`config.mk`:
```
export PLATFORM = sky130hd
export DESIGN_NAME = tx_scheduler
export DESIGN_NICKNAME = d
export VERILOG_FILES = /design/src/rtl/tx_pkg.sv /design/src/rtl/tx_rate_tick.sv /design/src/rtl/tx_scheduler.sv
export SDC_FILE = /design/constraint.sdc
export NUM_CORES = 1
export LEC_CHECK = 0
export BUFFER_PORTS_ARGS = -buffer_cell sky130_fd_sc_hd__buf_2
export CORE_MARGIN = 1.5
export CORE_UTILIZATION = 57
export CTS_BUF_LIST = sky130_fd_sc_hd__clkbuf_4 sky130_fd_sc_hd__clkbuf_8
export DETAILED_ROUTE_END_ITERATION = 7
export GPL_TIMING_DRIVEN = 0
export PLACE_DENSITY_LB_ADDON = 0.08
export SYNTH_ARGS = -nofsm -noshare
export SYNTH_HDL_FRONTEND = slang
export SYNTH_SLANG_ARGS = --single-unit
```
`constraint.sdc`:
```
create_clock -name clk -period 3.2 [get_ports clk]
set_input_delay 0.32 -clock clk [delete_from_list [all_inputs] [get_ports clk]]
set_output_delay 0.32 -clock clk [all_outputs]
set_load 0.01 [all_outputs]
```
`src/rtl/tx_pkg.sv`:
```
// Shared state encoding and default widths for the transmit scheduler.
package tx_pkg;

  localparam int unsigned DEF_DIV_W    = 16;
  localparam int unsigned DEF_GAP_W    = 16;
  localparam int unsigned DEF_RPT_W    = 8;
  localparam int unsigned DEF_SMP_W    = 13;
  localparam int unsigned FLUSH_CYCLES = 2;
  localparam int unsigned FLUSH_CNT_W  = 2;

  typedef enum logic [2:0] {
    ST_RESET,
    ST_IDLE,
    ST_KICK,
    ST_RUN,
    ST_ACK,
    ST_GAP,
    ST_FLUSH
  } tx_state_t;

endpackage

```
`src/rtl/tx_rate_tick.sv`:
```
// Loadable down-counter: tick on terminal count, then reload with the period.
module tx_rate_tick
  import tx_pkg::*;
#(
  parameter int unsigned W = DEF_DIV_W
) (
  input  logic         clk_i,
  input  logic         rst_ni,
  input  logic         load_i,
  input  logic         en_i,
  input  logic [W-1:0] period_i,
  output logic         tick_o
);

  logic [W-1:0] cnt_q, cnt_d;

  assign tick_o = en_i && (cnt_q == '0);

  always_comb begin
    cnt_d = cnt_q;
    if (load_i) begin
      cnt_d = period_i;
    end else if (en_i) begin
      cnt_d = (cnt_q == '0) ? period_i : cnt_q - 1'b1;
    end
  end

  always_ff @(posedge clk_i or negedge rst_ni) begin
    if (!rst_ni) begin
      cnt_q <= '0;
    end else begin
      cnt_q <= cnt_d;
    end
  end

endmodule

```
`src/rtl/tx_scheduler.sv`:
```
// Sequences signal_gen through kick/run/ack/gap per frame, pacing samples to the DAC rate,
// with repeat count, abort flush and sticky status flags.
module tx_scheduler
  import tx_pkg::*;
#(
  parameter int unsigned DIV_W = DEF_DIV_W,
  parameter int unsigned GAP_W = DEF_GAP_W,
  parameter int unsigned RPT_W = DEF_RPT_W,
  parameter int unsigned SMP_W = DEF_SMP_W
) (
  input  logic             clk,
  input  logic             reset_n,
  input  logic             start,
  input  logic             abort,
  input  logic [DIV_W-1:0] cfg_div,
  input  logic [GAP_W-1:0] cfg_gap,
  input  logic [RPT_W-1:0] cfg_repeat,
  input  logic             gen_valid,
  input  logic             gen_done,
  input  logic [SMP_W-1:0] gen_i,
  input  logic [SMP_W-1:0] gen_q,
  output logic             gen_enable,
  output logic             gen_reset,
  output logic [SMP_W-1:0] dac_i,
  output logic [SMP_W-1:0] dac_q,
  output logic             dac_strobe,
  output logic             busy,
  output logic             frame_done,
  output logic             aborted,
  output logic             underrun,
  output logic [RPT_W:0]   frames_sent
);

  tx_state_t               state_q, state_d;
  logic [DIV_W-1:0]        div_q, div_d;
  logic [GAP_W-1:0]        gap_q, gap_d;
  logic [GAP_W-1:0]        gap_cnt_q, gap_cnt_d;
  logic [RPT_W-1:0]        rpt_q, rpt_d;
  logic [RPT_W:0]          frames_q, frames_d, frames_inc;
  logic [FLUSH_CNT_W-1:0]  flush_cnt_q, flush_cnt_d;
  logic [SMP_W-1:0]        dac_i_q, dac_i_d;
  logic [SMP_W-1:0]        dac_q_q, dac_q_d;
  logic                    strobe_q, strobe_d;
  logic                    frame_done_q, frame_done_d;
  logic                    aborted_q, aborted_d;
  logic                    underrun_q, underrun_d;
  logic                    busy_q;
  logic                    gen_reset_q;
  logic                    tick, tick_load, tick_en;
  logic                    active, abort_take, last_frame;

  assign active     = (state_q != ST_IDLE) && (state_q != ST_RESET);
  assign abort_take = abort && active;
  assign frames_inc = (frames_q == '1) ? frames_q : frames_q + 1'b1;
  // frames_sent+1 == repeat+1, evaluated without the extra adders
  assign last_frame = (frames_q == {1'b0, rpt_q});
  assign tick_load  = (state_q == ST_KICK);
  assign tick_en    = (state_q == ST_RUN);

  tx_rate_tick #(
    .W (DIV_W)
  ) u_rate_tick (
    .clk_i    (clk),
    .rst_ni   (reset_n),
    .load_i   (tick_load),
    .en_i     (tick_en),
    .period_i (div_q),
    .tick_o   (tick)
  );

  always_comb begin
    state_d      = state_q;
    div_d        = div_q;
    gap_d        = gap_q;
    rpt_d        = rpt_q;
    gap_cnt_d    = gap_cnt_q;
    flush_cnt_d  = flush_cnt_q;
    frames_d     = frames_q;
    dac_i_d      = dac_i_q;
    dac_q_d      = dac_q_q;
    aborted_d    = aborted_q;
    underrun_d   = underrun_q;
    strobe_d     = 1'b0;
    frame_done_d = 1'b0;
    gen_enable   = 1'b0;

    if (abort_take) begin
      state_d     = ST_FLUSH;
      flush_cnt_d = '0;
      aborted_d   = 1'b1;
    end else begin
      case (state_q)
        ST_RESET: state_d = ST_IDLE;
        ST_IDLE: begin
          if (start) begin
            div_d      = cfg_div;
            gap_d      = cfg_gap;
            rpt_d      = cfg_repeat;
            frames_d   = '0;
            aborted_d  = 1'b0;
            underrun_d = 1'b0;
            state_d    = ST_KICK;
          end
        end
        ST_KICK: begin
          gen_enable = 1'b1;
          state_d    = ST_RUN;
        end
        ST_RUN: begin
          strobe_d = tick;
          if (gen_done) begin
            state_d = ST_ACK;
          end else begin
            // a ready sample is held until the tick; otherwise keep signal_gen stepping
            gen_enable = tick || !gen_valid;
            if (tick) begin
              if (gen_valid) begin
                dac_i_d = gen_i;
                dac_q_d = gen_q;
              end else begin
                underrun_d = 1'b1;
              end
            end
          end
        end
        ST_ACK: begin
          gen_enable = 1'b1;
          frames_d   = frames_inc;
          if (last_frame) begin
            frame_done_d = 1'b1;
            state_d      = ST_IDLE;
          end else if (gap_q == '0) begin
            state_d = ST_KICK;
          end else begin
            gap_cnt_d = GAP_W'(1);
            state_d   = ST_GAP;
          end
        end
        ST_GAP: begin
          if (gap_cnt_q == gap_q) begin
            state_d = ST_KICK;
          end else begin
            gap_cnt_d = gap_cnt_q + 1'b1;
          end
        end
        ST_FLUSH: begin
          if (flush_cnt_q == FLUSH_CNT_W'(FLUSH_CYCLES - 1)) begin
            state_d = ST_IDLE;
          end else begin
            flush_cnt_d = flush_cnt_q + 1'b1;
          end
        end
        default: state_d = ST_IDLE;
      endcase
    end
  end

  always_ff @(posedge clk or negedge reset_n) begin
    if (!reset_n) begin
      state_q      <= ST_RESET;
      div_q        <= '0;
      gap_q        <= '0;
      rpt_q        <= '0;
      gap_cnt_q    <= '0;
      flush_cnt_q  <= '0;
      frames_q     <= '0;
      dac_i_q      <= '0;
      dac_q_q      <= '0;
      strobe_q     <= 1'b0;
      frame_done_q <= 1'b0;
      aborted_q    <= 1'b0;
      underrun_q   <= 1'b0;
      busy_q       <= 1'b0;
      gen_reset_q  <= 1'b1;
    end else begin
      state_q      <= state_d;
      div_q        <= div_d;
      gap_q        <= gap_d;
      rpt_q        <= rpt_d;
      gap_cnt_q    <= gap_cnt_d;
      flush_cnt_q  <= flush_cnt_d;
      frames_q     <= frames_d;
      dac_i_q      <= dac_i_d;
      dac_q_q      <= dac_q_d;
      strobe_q     <= strobe_d;
      frame_done_q <= frame_done_d;
      aborted_q    <= aborted_d;
      underrun_q   <= underrun_d;
      busy_q       <= (state_d != ST_IDLE) && (state_d != ST_RESET);
      gen_reset_q  <= (state_d == ST_FLUSH) || (state_d == ST_RESET);
    end
  end

  assign gen_reset   = gen_reset_q;
  assign dac_i       = dac_i_q;
  assign dac_q       = dac_q_q;
  assign dac_strobe  = strobe_q;
  assign busy        = busy_q;
  assign frame_done  = frame_done_q;
  assign aborted     = aborted_q;
  assign underrun    = underrun_q;
  assign frames_sent = frames_q;

endmodule

```
==> results.toml <==
[worst_setup_path]
crit_path_frequent_cell = "or4_4"
cp_slowest_cell = "or4_4"
crit_arrival_ns = 2.84
reg2reg_depth = 8
end_kind = "primary output"
r2r_slack_ns = 0.22
r2r_start = "u_rate_tick.cnt_q[6]"
cp_slowest_stage_delay_ns = 0.57
worstSetupPathType = "flop to primary output"
cp.required_ns = 2.88
crit_chain = "or4_4, or4_4, or3_4, a21oi_2, nor2_1, a211oi_2, buf_2"
timing.rr.end = "u_rate_tick.cnt_q[12]"
crit_fanout = 5
startpoint_type = "flop"

[global_routing]
grt_pass1_wl_um = 20930
grt_util_all_layers = 0.2621
gr-total-overflow = 0
antenna_found_initial = 0
grt_max_degree = 78
grt_pass1_vias = 4375

[floorplan]
die_y_um = 103.0
initial_core_util = 0.5854
ios = 114
core-area_mm2 = 0.009729
fp.dieW_um = 103.0
die-area_mm2 = 0.01060
rows = 36

[synthesis]
synth_ff_type = "dfrtp_1"
ys_warn_count = 0
ys_seq_area_frac = 0.5187
synth_area_mm2 = 0.005695
synth_nets = 602
synthCells = 524
synth_cell_types = 47
syn_area_per_cell_um2 = 10.87
synth_edf_count = 0
synthArstFlopShare = 1.000
synth_seq_cells = 118

[clock_network]
cts_tree = "done"
clockBufferDepth = 2
clk_latency_ns = 0.45
cts.clk_slew.worst_paths_ns = 0.07
cts-buffers-inserted = 17
clkSinkCount = 118
root_buffer = "clkbuf_8"
htreeDepth = 4

[route]
drtIter0Drc = 194
drt_pass1_iterations = 5
vias = 4550
route.detailed.drc = 0
vias_per_cell = 5.645
wl_per_cell_um = 16.13
final_antenna_net_count = 0
wirelength_um = 13000

[sta]
clock_skew_ns = 0.008849
min_period_ns = 3.163
final.period_utilization = 0.9884
finalSetupViolations = 0
rsz0062_at_grt = "true"
max_freq_ghz = 0.3162
hold_violations = 0
timing.final.max_slew_violations = 0
slew_headroom = 0.5227
tightest_slew_ns = 0.7095

[cells_and_area]
fin_cells = 806
final_cell_mix = "dfrtp_1, buf_2, o21ai_0, mux2_2, nand2_1"
design_area_mm2 = 0.006923
fin_nets = 738
final_common_cell = "dfrtp_1"
antenna_cells = 0
syn_to_final_growth_pct = 21.55
final_layout_size_suffix_gt1_frac = 0.3388

[hold_path]
hp-class = "input port to flop"
hold_start = "gen_i[1]"
whs_path_depth = 2
whs_endpoint = "dac_i[1]"

[run_status]
status = "completed"

[power_and_ir_drop]
ir_drop_uv = 771.5
leakagePower_uw = 0.003355
power_density_mw_per_mm2 = 802.4

[placed_design]
gp_congestion = 0.8756
place.port_buffers = 113
dp.cells = 771
dp_hpwl_um = 9270
dpl_cell_area_mm2 = 0.006461

[run]
cap_viol_max_count = 0
==> layer usage <==
layer,vias to the layer above,GRT usage,wire length [um],part of all wire
met1,2229,0.3491,5832,0.45
met5,-,0,0,0
met2,152,0.4145,6223,0.48
met4,0,0.09356,165,0.013
met3,15,0.07254,783,0.060
li1,2154,-,-,-
==> how the worst max path moves through the flow <==
stage / startpoint / to / slack (ns) / depth (start not counted)
floorplan: u_rate_tick.cnt_q[6] / dac_i[0] / 0.42 / 7
CTS: u_rate_tick.cnt_q[7] / gen_enable / 0.02 / 7
detailed placement: u_rate_tick.cnt_q[4] / u_rate_tick.cnt_q[12] / 0.24 / 8
global route: u_rate_tick.cnt_q[7] / gen_enable / -0.05 / 7
finish: u_rate_tick.cnt_q[6] / gen_enable / 0.04 / 7
global placement: u_rate_tick.cnt_q[6] / dac_i[2] / 0.29 / 7
==> critical path: cells and delay by family (launching register included) <==
kind / cells / cell delay (ns)
simple gates: 4 / 1.49
flops: 1 / 0.38
compound gates: 2 / 0.37
buf+inv: 1 / 0.17
==> stage by stage <==
step	setup WS, ns	util	hold slack [ns]	setup TNS [ns]	total power [uW]
after global routing	-0.04825	0.7115	0.07606	-0.04825	5919
final	0.03719	0.7115	0.1000	0	5555
after detailed placement	0.2423	0.6641	0.2642	0	4088
after floorplan	0.4212	-	0.02441	0	3547
after CTS	0.01853	0.7112	0.07818	0	5570
after global placement	0.2925	0.6606	0.4665	0	4008
==> flip-flops by register name, indices dropped and copies added, names as in the netlist, 2 cells and up <==
| signal | flops |
|---|---|
| gap_q | 16 |
| gap_cnt_q | 16 |
| div_q | 16 |
| dac_q | 13 |
| flush_cnt_q | 2 |
| frames_sent | 9 |
| rpt_q | 8 |
| dac_i | 13 |
| u_rate_tick.cnt_q | 16 |
| state_q | 3 |
==> logic make-up after synthesis <==
family          after synthesis  share of synthesized area
fa+ha+maj                     6                    0.01318
compound gates              109                     0.1083
simple gates                160                     0.1435
flops                       118                     0.5187
mux                          67                     0.1454
buf+inv                      35                    0.02636
xor+xnor                     29                    0.04460
==> repair_timing <==
action	4_1_cts	5_1_grt
buffers inserted	2	0
endpoints found under the setup margin	1	1
hold endpoints to repair	41	0
pin swaps	1	0
resized for setup	2	1
hold buffers	1	0
==> cell usage after synthesis, types with 4 or more instances <==
cell type	instances	area share
a21oi_1	26	0.023
a31oi_1	7	0.0077
and3_1	13	0.014
clkbuf_1	17	0.011
dfrtp_1	117	0.51
ha_1	6	0.013
inv_1	10	0.0066
mux2_2	46	0.091
mux2_4	20	0.053
nand2_1	40	0.026
nand2b_1	9	0.0099
nand3_1	18	0.016
nand4_1	9	0.0099
nor2_1	36	0.024
nor3_1	9	0.0079
nor4_1	9	0.0099
o21ai_0	53	0.047
o31ai_1	4	0.0053
or3_1	4	0.0044
xnor2_1	17	0.026
xor2_1	12	0.018
==> layout make-up <==
type                    count  area, um^2
inverters                  10       37.54
clock buffers              20       275.3
multi-input cells         371        2600
plain buffers              25       112.6
fillers                   783        2806
clock inverters            12       151.4
flip-flops and latches    118        2955
well taps                 133       166.4
repair buffers            117       624.3
==> power by group <==
group	switching (uW)	internal [uW]
clock	614	827
combinational	965	805
sequential	384	1960
Note: power is estimated with default switching activity, not from simulation.
